--- config.mk ---
export PLATFORM = sky130hd
export DESIGN_NAME = modmul_barret_2017
export DESIGN_NICKNAME = d
export VERILOG_FILES = /design/src/rtl/barret_pkg.sv /design/src/rtl/barret_reduce_stage.sv /design/src/rtl/modmul_barret_2017.sv
export SDC_FILE = /design/constraint.sdc
export NUM_CORES = 1
export LEC_CHECK = 0
export ABC_AREA = 1
export BUFFER_PORTS_ARGS = -buffer_cell sky130_fd_sc_hd__buf_4
export CORE_MARGIN = 3
export CORE_UTILIZATION = 41
export DETAILED_ROUTE_END_ITERATION = 16
export PLACE_DENSITY = 0.52
export SKIP_LAST_GASP = 1
export SLEW_MARGIN = 10
export SYNTH_ARGS = -nofsm -noshare
export SYNTH_HDL_FRONTEND = slang
export SYNTH_HIERARCHICAL = 1
export SYNTH_SLANG_ARGS = --single-unit
--- constraint.sdc ---
create_clock -name clk -period 11 [get_ports clk]
set_input_delay 1.65 -clock clk [delete_from_list [all_inputs] [get_ports clk]]
set_output_delay 1.65 -clock clk [all_outputs]
set_load 0.05 [all_outputs]
--- src/rtl/barret_pkg.sv ---
// barret_pkg: Barrett constants for Q = 2017 and the shared residue type
package barret_pkg;
  localparam int Q = 2017;
  localparam int W = 11;
  localparam int K = 22;
  localparam int MU = 2079;
  localparam int PW = 2 * W;
  localparam int BW = 33;
  localparam int RW = 13;
  typedef logic [W-1:0] residue_t;
  typedef logic [RW-1:0] r0_t;
  localparam r0_t Q_R = r0_t'(Q);
  localparam residue_t Q_W = residue_t'(Q);
endpackage

--- src/rtl/barret_reduce_stage.sv ---
// barret_reduce_stage: S2 Barrett estimate and S3 double conditional subtract, both registered
module barret_reduce_stage import barret_pkg::*; (
  input  logic          clk,
  input  logic          rst_n,
  input  logic          en,
  input  logic [PW-1:0] p,
  output logic [W-1:0]  r
);
  logic [BW-1:0] bp;
  logic [W-1:0]  t;
  logic [RW-1:0] r0_d, r0, r1, r2;
  assign bp = BW'(p) * BW'(MU);
  assign t = bp[K+W-1:K];
  assign r0_d = r0_t'(p) - r0_t'(t) * Q_R;
  assign r1 = r0 >= Q_R ? r0 - Q_R : r0;
  assign r2 = r1 >= Q_R ? r1 - Q_R : r1;
  // S2: coarse remainder, at most 2Q too large
  always_ff @(posedge clk or negedge rst_n)
    if (!rst_n) r0 <= '0;
    else if (en) r0 <= r0_d;
  // S3: fully reduced residue, held while stalled
  always_ff @(posedge clk or negedge rst_n)
    if (!rst_n) r <= '0;
    else if (en) r <= r2[W-1:0];
endmodule

--- src/rtl/modmul_barret_2017.sv ---
// modmul_barret_2017: 3-stage (a*b) mod 2017 with valid/ready; MODMUL_RANGE_CHK_EN adds out_err
module modmul_barret_2017 import barret_pkg::*; (
  input  logic         clk,
  input  logic         rst_n,
  input  logic         in_valid,
  output logic         in_ready,
  input  logic [W-1:0] in_a,
  input  logic [W-1:0] in_b,
  output logic         out_valid,
  input  logic         out_ready,
`ifdef MODMUL_RANGE_CHK_EN
  output logic         out_err,
`endif
  output logic [W-1:0] out_r
);
  logic          v1, v2, v3, en;
  logic [PW-1:0] prod, p_d, p;
  assign in_ready = !v3 | out_ready;
  assign en = in_ready;
  assign out_valid = v3;
  assign prod = PW'(in_a) * PW'(in_b);
`ifdef MODMUL_RANGE_CHK_EN
  logic bad, e1, e2, e3;
  assign bad = in_a >= Q_W || in_b >= Q_W;
  assign p_d = bad ? '0 : prod;
  assign out_err = e3;
  // error flag travels with its transaction so it stays aligned with out_r
  always_ff @(posedge clk or negedge rst_n)
    if (!rst_n) {e1, e2, e3} <= '0;
    else if (en) {e1, e2, e3} <= {bad, e1, e2};
`else
  assign p_d = prod;
`endif
  // global stall: every stage valid bit advances together
  always_ff @(posedge clk or negedge rst_n)
    if (!rst_n) {v1, v2, v3} <= '0;
    else if (en) {v1, v2, v3} <= {in_valid, v1, v2};
  // S1: full 22-bit product
  always_ff @(posedge clk or negedge rst_n)
    if (!rst_n) p <= '0;
    else if (en) p <= p_d;
  barret_reduce_stage u_red (
    .clk   (clk),
    .rst_n (rst_n),
    .en    (en),
    .p     (p),
    .r     (out_r)
  );
endmodule
==> impl_metrics.toml <==
[clock_network]
post-cts-setup-buffer-count = 0
clock-root-buffer = "clkbuf_16"
clkLatencyLatePin_ps = 310
cts.clk_slew.worst_paths_ps = 80
post_cts_resized = 0
clock-sinks = 49
cts_buffers = 5
hold_buffers = 0
cts_buffer_depth = 2
cts_tree = "built"
h-tree-depth = 2

[layout]
syn_to_final_growth_pct = 6.137
stdcell_area_mm2 = 0.01363
n_antenna_cell = 0
drive_gt1_share_pct = 5.040
layout_commonest_cell = "nand2_1"
nets = 2142
layout_common_cells = "474 x nand2_1, 428 x inv_1, 198 x ha_1"

[global_route]
first_global_vias = 10850
grt_usage_pct = 18.68
antenna_found_initial = 0
grt_max_degree = 50
gr-total-overflow = 0
grt_pass1_wl_um = 51710

[timing]
timing.setup.tns_ps = 0
relSlewSlack_pct = 53.37
setup_viol = 0
rsz0062_at_grt = "no"
maxSlewViolCount = 0
setup_ws_ps = 2179
hold_viol = 0
fin_worst_skew_ps = 7.709
max_slew.worst_pin.slew_ps = 698.6
min_period_over_period_pct = 80.20
post-route-min-period_ps = 8821
max_freq_mhz = 113.4

[hold_path]
min_from = "v2$_DFFE_PN0P_"
min_path_type = "reg2reg"

[worst_setup_path]
crit_fanout = 8
setup.worst_path.start_class = "flip-flop"
critPathKind = "reg2reg"
rrSetupSlack_ps = 2180
worstSetupStartpoint = "p[7]$_DFFE_PN0P_"
critPathBufInv = 7
cp-end-kind = "flip-flop"
slowest_delay_ps = 720
slowest_stage = "dfrtp_1"
worstPathRequired_ps = 11240
crit_family = "adder cells"
arrival_ps = 9070
reg2reg_from = "p[7]$_DFFE_PN0P_"

[synthesis]
synth_warnings = 6
netlist_area_mm2 = 0.01284
synthFlopType = "dfrtp_1"
synth_edf_count = 0
ys_ff_latch = 49
syn_nets = 2128
postSynth.asyncResetShare_pct = 100.0
synth.avg_cell_area_um2 = 7.420
yosysSeqAreaShare_pct = 9.547
synth.distinct_cells = 39
synth_cells = 1731

[placement]
hpwlAfterDp_um = 25560
gp_congestion = 0.8581
portBuffers = 38
placement.cell_area_mm2 = 0.01348
place_ws_ps = 2163

[detailed_routing]
dr_total_vias = 10280
drt_iter0_markers = 369
route.detailed.drc = 0
postRouteAntennaNets = 0
finalWirelength_um = 29430
wl_per_cell_um = 13.74
viasPerCell = 4.798
first_pass_iters = 4

[outcome]
outcome = "completed"

[floorplanning]
die_width_um = 183.0
boundaryPins = 39
initial_core_util_pct = 41.77
num_rows = 64
fp.dieH_um = 183.0
die_area_mm2 = 0.03349
fp.coreArea_mm2 = 0.03075

[flow_run]
cap_violations = 0
-- final timing paths --
kind,cells past startpoint,end
min in group asynchronous,1,p[3]$_DFFE_PN0P_
worst max register to register,38,u_red/r0[12]$_DFFE_PN0P_
max in group asynchronous,1,u_red/r0[1]$_DFFE_PN0P_
worst min register to register,2,out_valid$_DFFE_PN0P_
worst min-delay path,2,out_valid$_DFFE_PN0P_
worst max-delay path,38,u_red/r0[12]$_DFFE_PN0P_
-- state kept, by name, indices dropped and copies added, names as in the netlist --
name and flops:
out_valid 1, p 22, u_red/r 11, u_red/r0 13
v1 1, v2 1
-- layer usage --
metal / wire [um] / up-vias / part of all wire, % / global-route usage [%]
li1: - / 5224 / - / -
met1: 14260 / 4945 / 48 / 25.09
met5: 0 / - / 0 / 0
met4: 277 / 0 / 0.94 / 2.377
met2: 14430 / 92 / 49 / 34.23
met3: 462 / 16 / 1.6 / 1.131
-- worst reg2reg max path, delay by kind of cell (launching register included) --
family	cells	cell delay, ps
buffers and inverters	7	460
and+or+nand+nor	13	1160
DFF	1	720
AOI/OAI and AO/OA	4	510
xor gates and xnor gates	2	540
adders and majority gates	12	5360
-- synthesized netlist by cell type, types with 2 or more instances --
| cell type | count | area (um^2) |
|---|---|---|
| nand3_2 | 3 | 30.03 |
| nor3_1 | 10 | 50.05 |
| nand4_1 | 8 | 50.05 |
| a31oi_1 | 6 | 37.54 |
| buf_6 | 3 | 33.78 |
| o22ai_1 | 2 | 12.51 |
| nor2_1 | 78 | 292.8 |
| nor3_2 | 2 | 20.02 |
| inv_2 | 14 | 52.55 |
| a21oi_1 | 55 | 275.3 |
| nor2_2 | 5 | 31.28 |
| nand3_1 | 69 | 345.3 |
| ha_1 | 198 | 2477 |
| fa_1 | 173 | 3463 |
| or2_2 | 2 | 12.51 |
| a21o_1 | 2 | 15.01 |
| nand3b_1 | 5 | 37.54 |
| nand4_2 | 3 | 37.54 |
| nand3_4 | 2 | 35.03 |
| xor2_1 | 32 | 280.3 |
| nand2_1 | 474 | 1779 |
| and2_1 | 2 | 12.51 |
| xnor2_1 | 16 | 140.1 |
| o21ai_1 | 8 | 40.04 |
| clkbuf_1 | 29 | 108.9 |
| o2111ai_1 | 2 | 17.52 |
| o21ai_2 | 2 | 17.52 |
| o21bai_1 | 5 | 37.54 |
| o21ai_0 | 33 | 165.2 |
| dfrtp_1 | 49 | 1226 |
| nand2_2 | 4 | 25.02 |
| inv_1 | 428 | 1607 |
-- kinds of logic (layout without fill, tap and decap cells) --
group	after synthesis	after routing	synth area share [%]
AO/OA/AOI/OAI	118	118	4.998
buffers and inverters	476	491	14.18
adder cells (fa/ha/maj)	371	371	46.25
flip-flops	49	49	9.547
XOR/XNOR	49	49	3.488
AND/OR/NAND/NOR	668	668	21.53
-- cell type report --
cell class | count | area, um^2
Sequential cell | 49 | 1226
Tap cell | 396 | 495.5
Timing Repair Buffer | 41 | 307.8
Multi-Input combinational cell | 1206 | 9796
Clock buffer | 5 | 125.1
Inverter | 442 | 1659
Fill cell | 3259 | 17120
Clock inverter | 3 | 22.52
-- per-stage QoR --
stage                     hold slack (ps)  instances  utilization [%]
after floorplan                     419.7       1731                -
after global placement              436.1       2134            43.85
after detailed placement            435.2       2134            43.85
after CTS                           455.8       2142            44.33
after global routing                496.1       2142            44.33
final                               453.6       2142            44.33
Power is left out: the tool's default activity adds up to more than one toggle a clock period on the data nets, which glitch-free logic cannot reach.
